`src/rtl/mem_bus_arbiter_pkg.sv`:
```
// Shared definitions for the unified memory bus arbiter: FSM encodings,
// default limits and the latched bus transaction record.
package mem_bus_arbiter_pkg;

  typedef enum logic [1:0] {
    ARB_IDLE   = 2'd0,
    ARB_BUSY_I = 2'd1,
    ARB_BUSY_D = 2'd2
  } arb_state_t;

  localparam int STARVE_LIM_DEF = 3;
  localparam int TIMEOUT_DEF    = 64;

  typedef struct packed {
    logic        we;
    logic [31:0] addr;
    logic [31:0] wdata;
    logic [3:0]  wstrb;
  } bus_xact_t;

endpackage

```
`src/rtl/mem_bus_arbiter.sv`:
```
// Arbitrates the single memory bus between instruction fetch and the load/store
// unit; one transaction at a time, with starvation guard and hung-bus timeout.
module mem_bus_arbiter
  import mem_bus_arbiter_pkg::*;
#(
  parameter int STARVE_LIM = STARVE_LIM_DEF,
  parameter int TIMEOUT    = TIMEOUT_DEF
) (
  input  logic        clk,
  input  logic        rst_n,
  input  logic        if_req,
  input  logic [31:0] if_addr,
  output logic        if_done,
  output logic [31:0] if_rdata,
  input  logic        d_req,
  input  logic        d_we,
  input  logic [31:0] d_addr,
  input  logic [31:0] d_wdata,
  input  logic [3:0]  d_wstrb,
  output logic        d_done,
  output logic [31:0] d_rdata,
  output logic        bus_err,
  output logic        bus_req,
  output logic        bus_we,
  output logic [31:0] bus_addr,
  output logic [31:0] bus_wdata,
  output logic [3:0]  bus_wstrb,
  input  logic        bus_ack,
  input  logic [31:0] bus_rdata,
  output logic        stall_if,
  output logic        stall_mem
);

  localparam logic [3:0] SLIM  = 4'(STARVE_LIM);
  localparam logic [7:0] WLAST = 8'(TIMEOUT - 1);

  arb_state_t state, state_nxt;
  logic [3:0] starve_cnt;
  logic [7:0] wait_cnt;
  bus_xact_t  xact;
  logic       busy, ack, tmo, fin, grant_i, grant_d;

  assign busy = (state != ARB_IDLE);
  assign ack  = busy & bus_ack;
  // an ack arriving in the last allowed cycle still counts as a clean completion
  assign tmo  = busy & ~bus_ack & (wait_cnt == WLAST);
  assign fin  = ack | tmo;

  always_comb begin
    state_nxt = state;
    grant_i   = 1'b0;
    grant_d   = 1'b0;
    case (state)
      ARB_IDLE: begin
        if (if_req && (!d_req || starve_cnt == SLIM)) begin
          grant_i   = 1'b1;
          state_nxt = ARB_BUSY_I;
        end else if (d_req) begin
          grant_d   = 1'b1;
          state_nxt = ARB_BUSY_D;
        end
      end
      ARB_BUSY_I, ARB_BUSY_D: if (fin) state_nxt = ARB_IDLE;
      default: state_nxt = ARB_IDLE;
    endcase
  end

  always_ff @(posedge clk or negedge rst_n) begin
    if (!rst_n) begin
      state      <= ARB_IDLE;
      bus_req    <= 1'b0;
      xact       <= '0;
      starve_cnt <= '0;
      wait_cnt   <= '0;
    end else begin
      state <= state_nxt;
      if (grant_i) begin
        bus_req    <= 1'b1;
        xact       <= '{we: 1'b0, addr: if_addr, wdata: 32'h0, wstrb: 4'h0};
        wait_cnt   <= '0;
        starve_cnt <= '0;
      end else if (grant_d) begin
        bus_req  <= 1'b1;
        xact     <= '{we: d_we, addr: d_addr, wdata: d_wdata,
                      wstrb: (d_we ? d_wstrb : 4'h0)};
        wait_cnt <= '0;
        if (if_req && starve_cnt != 4'hF) starve_cnt <= starve_cnt + 4'd1;
      end else if (busy) begin
        wait_cnt <= wait_cnt + 8'd1;
        if (fin) bus_req <= 1'b0;
      end
    end
  end

  assign bus_we    = xact.we;
  assign bus_addr  = xact.addr;
  assign bus_wdata = xact.wdata;
  assign bus_wstrb = xact.wstrb;

  assign if_done  = (state == ARB_BUSY_I) & fin;
  assign d_done   = (state == ARB_BUSY_D) & fin;
  assign bus_err  = tmo;
  assign if_rdata = ((state == ARB_BUSY_I) && ack) ? bus_rdata : 32'h0;
  assign d_rdata  = ((state == ARB_BUSY_D) && ack) ? bus_rdata : 32'h0;

  assign stall_if  = if_req & ~if_done;
  assign stall_mem = d_req & ~d_done;

endmodule

```
`config.mk`:
```
export PLATFORM = sky130hd
export DESIGN_NAME = mem_bus_arbiter
export DESIGN_NICKNAME = d
export VERILOG_FILES = /design/src/rtl/mem_bus_arbiter_pkg.sv /design/src/rtl/mem_bus_arbiter.sv
export SDC_FILE = /design/constraint.sdc
export NUM_CORES = 1
export LEC_CHECK = 0
export ABC_AREA = 1
export BUFFER_PORTS_ARGS = -buffer_cell sky130_fd_sc_hd__buf_4
export CORE_MARGIN = 1.5
export CORE_UTILIZATION = 30
export DETAILED_ROUTE_END_ITERATION = 8
export PLACE_DENSITY = 0.69
export SYNTH_ARGS = -nofsm -noshare
export SYNTH_HDL_FRONTEND = slang
export SYNTH_SLANG_ARGS = --single-unit
```
`constraint.sdc`:
```
create_clock -name clk -period 2.3 [get_ports clk]
set_input_delay 0.69 -clock clk [delete_from_list [all_inputs] [get_ports clk]]
set_output_delay 0.69 -clock clk [all_outputs]
set_load 0.01 [all_outputs]
```
# Yosys cells after proc, flatten, opt, wreduce, memory -nomap -nowiden

Index checks and enable logic that the tools add are counted.
W data, S select, Z words.

Bits in registers: 84
Input port bits: 138
Output and inout port bits: 139
Logic and storage cells: 68

$add $sub $neg: 2
Eq/ne operators: 7
Multiplexer cells: 24
Bitwise logic cells: 11
Reduce and logical (&&, ||, !) cells: 16

Operators with widths:

| cell                  | number |
|---|---|
| $mux W69              | 2 |
| $mux W32              | 2 |
| $mux W8               | 3 |
| $mux W4               | 4 |
| $mux W1               | 9 |
| $add A8 B1 Y8 const B | 1 |
| $eq A8 B6 Y1 const B  | 1 |
| $and A1 B1 Y1         | 7 |
| $mux W2               | 3 |
| $reduce_and A2 Y1     | 3 |
| $reduce_bool A2 Y1    | 3 |
| $reduce_bool A3 Y1    | 2 |
| $add A4 B1 Y4 const B | 1 |
| $eq A4 B2 Y1 const B  | 1 |
| $logic_and A1 B1 Y1   | 4 |
| $ne A4 B4 Y1 const B  | 1 |
| $pmux W2 S2           | 1 |
| $ne A3 B3 Y1 const B  | 1 |
| $not A1 Y1            | 3 |
| $eq A2 B1 Y1 const B  | 1 |
| $eq A2 B2 Y1 const B  | 1 |
| $logic_not A2 Y1      | 1 |
| $ne A2 B2 Y1 const B  | 1 |
| $reduce_or A2 Y1      | 1 |
| other kinds (3)       | 3 |

# Longest topological paths before layout

Gate-level depths: netlist of the first run.

Depth after elaboration: 8
Gate-level depth with buffers: 10
Gate-level depth less buffers: 10

# Least setup slack after synthesis of the first run

No wires, ideal clock.

Kind: reg2out
Start: register state[0]
End: output port stall_if
Data arrival time: 1534 ps
Required time: 1610 ps
Setup slack: 76 ps
Cell stages (with the launch flop): 9
Path buffers: 0
Cell sequence: dfrtp_1 > inv_1 > ha_1 > inv_2 > nand2_1 > nor2_1 > nand2_1 > a21boi_0 > nor2_1

Longest elaborated chain between the ends: 7
Elaborated cells between the ends (all ways): 9
Classes of those cells: eq/ne: 1; bitwise: 7; reduce/logical: 1

Ends and longest elaborated chain:

| item                       | RTL line               | RTL |
|---|---|---|
| start, declared            | mem_bus_arbiter.sv:37  | `arb_state_t state, state_nxt;` |
| start signal, assigned     | mem_bus_arbiter.sv:76  | `state <= state_nxt;` |
| $reduce_bool A2 Y1         | mem_bus_arbiter.sv:43  | `assign busy = (state != ARB_IDLE);` |
| $and A1 B1 Y1 (2 in a row) | mem_bus_arbiter.sv:46  | `assign tmo = busy & ~bus_ack & (wait_cnt == WLAST);` |
| $or A1 B1 Y1               | mem_bus_arbiter.sv:47  | `assign fin = ack \| tmo;` |
| $and A1 B1 Y1 (*)          | mem_bus_arbiter.sv:100 | `assign if_done = (state == ARB_BUSY_I) & fin;` |
| via if_done                | mem_bus_arbiter.sv:13  | `output logic if_done,` |
| $not A1 Y1 (*)             | mem_bus_arbiter.sv:106 | `assign stall_if = if_req & ~if_done;` |
| $and A1 B1 Y1 (*)          | mem_bus_arbiter.sv:106 |  |
| end, declared              | mem_bus_arbiter.sv:30  | `output logic stall_if,` |

Mark *: on every way through the listed nets, which the timed path passes. The rest lies on a longest branch.

# Worst setup path in the final report of the first run

Start: register state[0]
End: output port d_rdata[25]

Longest elaborated chain between the ends: 4
Elaborated cells between the ends (all ways): 5
Classes of those cells: eq/ne: 1; mux: 1; bitwise: 1; reduce/logical: 2

Ends and longest elaborated chain:

| item                    | RTL line               | RTL |
|---|---|---|
| $reduce_bool A2 Y1      | mem_bus_arbiter.sv:43  |  |
| $and A1 B1 Y1           | mem_bus_arbiter.sv:44  | `assign ack = busy & bus_ack;` |
| $logic_and A1 B1 Y1 (*) | mem_bus_arbiter.sv:104 | `assign d_rdata = ((state == ARB_BUSY_D) && ack) ? bus_rdata : 32'h0;` |
| $mux W32 (*)            | mem_bus_arbiter.sv:104 |  |
| end, declared           | mem_bus_arbiter.sv:21  | `output logic [31:0] d_rdata,` |

Mark *: on every way between the ends. The rest lies on a longest branch, timed or not.

==> summary.txt, run 1 <==
Status: complete, but fails checks
Failing checks: setup timing
DIE HEIGHT: 123 um
# hold bufs at CTS: 0
Ys async rst share: 100%
Post-Syn Instances: 639
Clock Latency Late Sink: 0.33 ns
Setup ws final: -0.0359 ns
Cts bufs inserted: 9
Vias per cell: 4.31
Post-synthesis sequential area ratio: 48.3%
Dpl cells: 1089
Die area: 0.0152 sq mm
Fin cells: 1119
Most common cell in the netlist: nand2_1
Rows: 43
Routed Antenna Nets: 0
Cell variety after synth: 24
Share of layout cells above drive strength 1: 41.5%
Gpl congestion: 0.743
Detailed Routing Iterations Pass 1: 6
Final hold vios: 0
Hold Path Class: input port to asynchronous set/reset pin
H-tree level count: 3
Max_slew headroom: 71.7%
1st-iter DRT viols: 141
Peak Freq: 428 MHz
Final setup vio count: 15
Pleak: 4.46 nW
Critical-path cell list: inv_2 -> ha_4 -> inv_4 -> buf_6 -> nand3_4 -> clkbuf_16 -> nor2_1 -> buf_4
# DRC: 0
Vias in the first global route: 4358
Top cells by area, synth: dfrtp_1 48%, nand2_1 28%, inv_1 6.9%
Via count: 4822
Crit path kind: flop to primary output
CTS max path bufs: 2
Crit-path max FO: 8
Synth Area per Inst: 6.80 sq um
Drt total wl: 14600 um
Tot Pwr: 7.86 mW
Wire length per cell: 13.0 um
Number of synthesized flops with an enable pin: 0
Overall Global Routing Usage: 17.5%
Grt ovf: 0
Period utilization: 102%
Final Skew: 0.0114 ns
DP HPWL: 10500 um
Mapped Area: 0.00435 sq mm
Worst path max stage delay: 0.35 ns
CP Capture Type: primary output
Slew at the pin closest to its max-slew limit: 0.423 ns
Syn-to-layout area delta: 73.8%
WP data arrival: 1.65 ns
Syn_nets: 782
Worst setup SP type: flop
Clk sinks: 84
Synth Flop Type: dfrtp_1
Port Buffers: 276
Synth warn: 0
Critical path's top delay family: buffers and inverters
Setup WS pre-CTS: -0.0644 ns
Core area: 0.0140 sq mm
First-pass GRT wire length: 21000 um
Initial Util: 31.1%
Synth area leader: dfrtp_1
Pwr Density: 1040 mW/mm^2
CTS tree: built
Largest net degree at the start of global routing: 53
Layout Nets: 1077
WP buf/inv: 5
Antenna violations before repair: 0
Worst Path Required: 1.61 ns
VDD IR max: 0.749 mV
Post-layout min period: 2.34 ns
Die width: 123 um
Root buffer cell: clkbuf_16
Setup TNS: -0.203 ns
Worst-path clk slew: 0.07 ns
Max cap viols: 0
ANT cells: 0
Flops & latches, synth: 84
Top-area cell type share of the netlist area: 48.3%
Most instantiated cells after synthesis: 327 x nand2_1, 84 x dfrtp_1, 80 x inv_1, 73 x nor2_1, 14 x nand3_1
Slew Viols, Final: 0
Crit path max-delay cell type: dfrtp_1
Unrepaired setup endpoints after global routing: yes
Boundary pin count: 277
[path summary, 6_finish.rpt]
path                            slack [ns]  cells past startpoint          from            end
worst max-delay path                 -0.04                      8      state[0]    d_rdata[25]
worst min-delay path                  0.16                      1         rst_n  bus_wdata[17]
worst min register to register        0.48                      2  bus_addr[24]   bus_addr[24]
worst max register to register        0.22                     13      state[0]   bus_addr[25]
min in group clk                      0.48                      2  bus_addr[24]   bus_addr[24]
max in group asynchronous             1.58                      2         rst_n   bus_addr[11]
[per-stage QoR]
| step | cell area [sq um] | hold slack, ns | util (%) |
|---|---|---|---|
| floorplan | 4350 | 0.394 | - |
| global placement | 6760 | 0.464 | 48.3 |
| detailed placement | 6760 | 0.466 | 48.3 |
| CTS | 7150 | 0.152 | 51.1 |
| global route | 7550 | 0.150 | 54.0 |
| finish | 7550 | 0.163 | 54.0 |
[state kept, by name, summed over array words and instances, names as in the netlist]
| signal | flops |
|---|---|
| starve_cnt | 4 |
| bus_wdata | 32 |
| bus_we | 1 |
| bus_addr | 32 |
| state | 2 |
| bus_wstrb | 4 |
| wait_cnt | 8 |
| bus_req | 1 |
[layer usage]
metal	track usage, %	up-vias	wire, um
met3	3.78	15	1070
met2	31.6	176	7650
met5	0	-	0
met4	5.03	0	229
li1	-	2456	-
met1	20.8	2175	5610
[repair_timing]
action | in CTS | in global routing
setup endpoints to repair | 8 | 69
buffers inserted | 7 | 2
pin swaps | 6 | 10
cloned | 0 | 5
resized for setup | 19 | 81
hold endpoints to repair | 0 | 0
[layout make-up]
class | instances | area, sq um
multi-input combinational | 446 | 2100
timing repair buffer | 309 | 2530
clock buffer | 9 | 225
fill | 1338 | 6430
inverter | 84 | 318
clock inverter | 7 | 57.6
tap | 180 | 225
sequential | 84 | 2100
[where the power goes]
group | internal [mW] | switching [mW]
sequential | 2.13 | 0.366
combinational | 1.88 | 2.12
clock | 0.747 | 0.625
[cell usage in the layout (no fill, tap or decap), types with 9 or more instances in the layout]
cell and n:
nor2_4 15, inv_1 78, buf_6 18, buf_4 281, o21ai_0 9, nand3_1 11
clkbuf_16 12, nand2_1 324, dfrtp_1 84, nor2_1 28, nor2_2 31
[cell families after synthesis]
kind of cell	share of synthesized area [%]
XOR/XNOR	0.604
adder cells (fa/ha/maj)	1.44
buffers and inverters	9.93
flip-flops	48.3
AO/OA/AOI/OAI	2.45
AND/OR/NAND/NOR	37.0
multiplexers	0.230
No activity file was read; power rests on OpenSTA's default activity.
==> run 2: changes to the inputs <==
SETUP_SLACK_MARGIN = 0.1   (was default)
==> summary.txt, run 2 (synthesis gave the netlist of run 1 again) <==
Routed Antenna Nets: 0 (unchanged)
Worst-path clk slew: 0.07 ns (about the same)
Final setup vio count: 4 (was 15)
Failing checks: setup timing (unchanged)
Slew at the pin closest to its max-slew limit: 0.341 ns (was 0.423 ns)
WP data arrival: 1.65 ns (about the same)
Slew Viols, Final: 0 (unchanged)
CTS max path bufs: 2 (unchanged)
Clk sinks: 84 (unchanged)
Status: complete, but fails checks (unchanged)
Wire length per cell: 12.6 um (was 13.0 um)
Post-layout min period: 2.34 ns (about the same)
Crit path kind: flop to primary output (unchanged)
Vias per cell: 4.29 (was 4.31)
First-pass GRT wire length: 21300 um (was 21000 um)
Share of layout cells above drive strength 1: 40.8% (was 41.5%)
CP Capture Type: primary output (unchanged)
Die area: 0.0152 sq mm (unchanged)
Dpl cell area: 0.00676 sq mm (unchanged)
Rows: 43 (unchanged)
Max cap viols: 0 (unchanged)
P_int: 4.75 mW (about the same)
Cts bufs inserted: 9 (unchanged)
DP HPWL: 10500 um (unchanged)
H-tree level count: 3 (unchanged)
Crit-path max FO: 16 (was 8)
Grt ovf: 0 (unchanged)
Root buffer cell: clkbuf_16 (unchanged)
Overall Global Routing Usage: 17.8% (was 17.5%)
Layout Nets: 1074 (was 1077)
VDD IR max: 0.750 mV (was 0.749 mV)
Fill cells: 1348 (was 1338)
CTS tree: built (unchanged)
Largest net degree at the start of global routing: 53 (unchanged)
Setup ws final: -0.0411 ns (was -0.0359 ns)
Hold Path Class: input port to asynchronous set/reset pin (unchanged)
# hold bufs at CTS: 0 (unchanged)
Worst Path Required: 1.61 ns (about the same)
Port Buffers: 276 (unchanged)
Core area: 0.0140 sq mm (unchanged)
Boundary pin count: 277 (unchanged)
Period utilization: 102% (about the same)
Worst setup SP type: flop (unchanged)
Antenna violations before repair: 0 (unchanged)
Switching fraction of total power: 39.4% (was 39.5%)
DIE HEIGHT: 123 um (unchanged)
# DRC: 0 (unchanged)
Pwr Density: 1040 mW/mm^2 (about the same)
ANT cells: 0 (unchanged)
Post-Layout Inst Area: 0.00751 sq mm (was 0.00755 sq mm)
1st-iter DRT viols: 161 (was 141)
Clock Latency Late Sink: 0.33 ns (about the same)
Gpl congestion: 0.743 (unchanged)
Max_slew headroom: 77.3% (was 71.7%)
Final hold vios: 0 (unchanged)
Commonest non-fill, non-tap cell in the layout: nand2_1 (unchanged)
Syn-to-layout area delta: 72.8% (was 73.8%)
Final Skew: 0.0114 ns (about the same)
Share of power burned in registers: 31.8% (was 31.7%)
Via count: 4791 (was 4822)
Detailed Routing Iterations Pass 1: 7 (was 6)
Peak Freq: 427 MHz (was 428 MHz)
Tot Pwr: 7.84 mW (was 7.86 mW)
Drt total wl: 14000 um (was 14600 um)
Initial Util: 31.1% (unchanged)
Commonest cells after routing, fill and taps aside: 324 x nand2_1, 277 x buf_4, 84 x dfrtp_1 (was 324 x nand2_1, 281 x buf_4, 84 x dfrtp_1)
Unrepaired setup endpoints after global routing: yes (unchanged)
Net switching power: 3.09 mW (was 3.11 mW)
Pleak: 4.42 nW (was 4.46 nW)
Gate power share: 50.7% (was 50.8%)
Power share of the clock group: 17.5% (was 17.4%)
Vias in the first global route: 4397 (was 4358)
Setup TNS: -0.0676 ns (was -0.203 ns)
Die width: 123 um (unchanged)
[run 2: metal layers]
layer | wire (um) | track usage (%)
met1 | 5430 | 20.8
met2 | 7250 | 32.7
met3 | 1120 | 3.78
met4 | 229 | 5.03
met5 | 0 | 0
[run 2: what timing repair did]
item	4_1_cts	5_1_grt
gates resized for setup	25	80
pin swaps	6	9
gates cloned	2	0
buffers inserted	8	2
endpoints found under the setup margin	69	69
[run 2: final cells by class]
cell class              count  area (sq um)  share of cell area (%)
multi-input cells         446          2090                    27.8
inverters                  84           318                    4.23
clock buffers               9           225                    3.00
repair buffers            306          2500                    33.3
clock inverters             7          57.6                   0.766
flip-flops and latches     84          2100                    28.0
well taps                 180           225                    3.00
[run 2: worst paths after layout]
check                              from            end  slack [ns]  cells after the start
max                            state[0]    d_rdata[29]       -0.04                      8
min reg2reg                bus_addr[24]   bus_addr[24]        0.48                      2
min                               rst_n  bus_wdata[17]        0.16                      1
min in group clk           bus_addr[24]   bus_addr[24]        0.48                      2
max reg2reg                    state[0]    wait_cnt[5]        0.22                     12
max in group asynchronous         rst_n   bus_addr[11]        1.58                      2
[run 2: critical path, cell delays in order (launching register included)]
cell	delay [ns]
dfrtp_1	0.35
inv_2	0.06
ha_4	0.17
inv_4	0.07
buf_6	0.10
nand3_4	0.13
buf_16	0.21
nor2_1	0.10
buf_4	0.13
[run 2: through the flow]
step / util (%) / cells / hold slack [ns] / setup WS (ns)
final: 53.7 / 1116 / 0.163 / -0.0411
after global routing: 53.7 / 1116 / 0.150 / -0.116
after CTS: 51.8 / 1115 / 0.152 / -0.0664
after detailed placement: 48.3 / 1089 / 0.466 / -0.0644
after global placement: 48.3 / 1089 / 0.464 / -0.0731
after floorplan: - / 639 / 0.394 / 0.0763
[run 2: power groups by stage]
stage	sequential, mW	combinational (mW)	clock [mW]
floorplan	2.76	1.53	0
global placement	2.51	3.64	0
detailed placement	2.50	3.70	0
CTS	2.50	3.91	1.42
global route	2.58	4.44	1.48
finish	2.49	3.98	1.37
==> run 3: changes to the inputs <==
MAX_ROUTING_LAYER = met4   (was default)
==> summary.txt, run 3 (synthesis gave the netlist of run 1 again) <==
Status: complete, but fails checks (unchanged)
Failing checks: setup timing (unchanged)
Peak Freq: 427 MHz (about the same)
CP Capture Type: primary output (unchanged)
WHS: 0.163 ns (about the same)
Share of layout cells above drive strength 1: 40.8% (unchanged)
ANT cells: 0 (unchanged)
CTS tree: built (unchanged)
Worst Path Required: 1.61 ns (about the same)
Layout Nets: 1074 (unchanged)
Grt ovf: 0 (unchanged)
Vias per cell: 4.30 (was 4.29)
First-pass GRT wire length: 21300 um (about the same)
Slew Viols, Final: 0 (unchanged)
Die area: 0.0152 sq mm (unchanged)
DIE HEIGHT: 123 um (unchanged)
CP startpoint: state[0] (unchanged)
Port Buffers: 276 (unchanged)
Pwr Density: 1050 mW/mm^2 (was 1040 mW/mm^2)
Most Crowded Layer GR: met2 (unchanged)
Boundary pin count: 277 (unchanged)
Worst setup SP type: flop (unchanged)
Vias in the first global route: 4383 (was 4397)
Overall Global Routing Usage: 18.4% (was 17.8%)
Commonest non-fill, non-tap cell in the layout: nand2_1 (unchanged)
Root buffer cell: clkbuf_16 (unchanged)
Worst-path clk slew: 0.07 ns (about the same)
Die width: 123 um (unchanged)
DP HPWL: 10500 um (unchanged)
Worst reg2reg endpoint: wait_cnt[5] (unchanged)
Pleak: 4.42 nW (about the same)
CTS max path bufs: 2 (unchanged)
Hold Path Class: input port to asynchronous set/reset pin (unchanged)
VDD IR max: 0.749 mV (was 0.750 mV)
# DRC: 0 (unchanged)
Rows: 43 (unchanged)
R2R Setup Slk: 0.25 ns (was 0.22 ns)
Antenna violations before repair: 0 (unchanged)
Clk sinks: 84 (unchanged)
Met2 GRT Util: 32.7% (about the same)
Final setup vio count: 6 (was 4)
Post-layout min period: 2.34 ns (about the same)
# hold bufs at CTS: 0 (unchanged)
H-tree level count: 3 (unchanged)
R2r worst-path depth: 12 (unchanged)
Final hold vios: 0 (unchanged)
Final Skew: 0.0101 ns (was 0.0114 ns)
Gpl congestion: 0.752 (was 0.743)
Cts bufs inserted: 9 (unchanged)
Origin of the critical flop-to-flop path: state[0] (unchanged)
Met1 usage: 21.4% (was 20.8%)
Initial Util: 31.1% (unchanged)
Setup WS pre-CTS: -0.0644 ns (unchanged)
Routed Antenna Nets: 0 (unchanged)
Clock Latency Late Sink: 0.33 ns (about the same)
Core area: 0.0140 sq mm (unchanged)
Wire length per cell: 12.7 um (was 12.6 um)
Setup ws final: -0.0404 ns (was -0.0411 ns)
Detailed Routing Iterations Pass 1: 5 (was 7)
Drt total wl: 14100 um (was 14000 um)
Period utilization: 102% (about the same)
Commonest cells after routing, fill and taps aside: 324 x nand2_1, 277 x buf_4, 84 x dfrtp_1 (unchanged)
Critical Path Sink: d_rdata[29] (unchanged)
1st-iter DRT viols: 174 (was 161)
Max_slew headroom: 71.5% (was 77.3%)
Crit path kind: flop to primary output (unchanged)
Slew at the pin closest to its max-slew limit: 0.426 ns (was 0.341 ns)
WP data arrival: 1.65 ns (about the same)
Max cap viols: 0 (unchanged)
Unrepaired setup endpoints after global routing: yes (unchanged)
Crit-path max FO: 16 (unchanged)
Routing usage on met3: 3.32% (was 3.78%)
Largest net degree at the start of global routing: 53 (unchanged)
Tot Pwr: 7.85 mW (was 7.84 mW)
Syn-to-layout area delta: 72.7% (was 72.8%)
Via count: 4801 (was 4791)
==> run 3: cell types whose count changed in the layout (fill, tap and decap cells not counted) <==
cell     previous run  this run
nand2_4             1         0
nand2_2             3         4
==> run 3: worst min-delay path by stage <==
| stage | start | end | slack, ns | cells after the start |
|---|---|---|---|---|
| floorplan | rst_n | bus_addr[0] | 0.39 | 0 |
| global placement | bus_wdata[0] | bus_wdata[0] | 0.46 | 2 |
| detailed placement | bus_addr[2] | bus_addr[2] | 0.47 | 2 |
| CTS | rst_n | bus_wdata[16] | 0.15 | 1 |
| global route | rst_n | bus_wdata[16] | 0.15 | 1 |
| finish | rst_n | bus_wdata[17] | 0.16 | 1 |
==> run 3: through the flow <==
step	std cells	util [%]	TNS (ns)	instance area, sq um
after floorplan	639	-	0	4350
after global placement	1089	48.3	-0.178	6760
after detailed placement	1089	48.3	-0.185	6760
after CTS	1115	51.8	-1.46	7250
after global routing	1116	53.7	-3.48	7510
final	1116	53.7	-0.0768	7510
==> run 3: routing by layer <==
layer	vias to the layer above	share of wire, %
met5	-	0
li1	2451	-
met3	14	7.1
met4	0	1.5
met2	178	52
met1	2158	40
==> run 3: repair_timing <==
item / CTS / global route
endpoints found under the setup margin: 69 / 69
resized for setup: 25 / 79
buffers inserted: 8 / 2
pin swaps: 6 / 9
gates cloned: 2 / 0
==> run 3: cell type report <==
cell class | count | area [sq um]
Timing Repair Buffer | 306 | 2500
Clock inverter | 7 | 57.6
Multi-Input combinational cell | 446 | 2080
Sequential cell | 84 | 2100
Fill cell | 1351 | 6480
Tap cell | 180 | 225
Clock buffer | 9 | 225
Inverter | 84 | 318
==> run 3: worst max-delay path, cell delays in order (launching register included) <==
cell	delay, ns
dfrtp_1	0.35
inv_2	0.06
ha_4	0.17
inv_4	0.07
buf_6	0.10
nand3_4	0.13
buf_16	0.21
nor2_1	0.10
buf_4	0.13
==> run 3: where the power goes <==
| group | leakage (nW) | switching [mW] | internal (mW) |
|---|---|---|---|
| registers | 1.05 | 0.366 | 2.13 |
| clock network | 0.134 | 0.629 | 0.747 |
| logic | 3.24 | 2.11 | 1.87 |
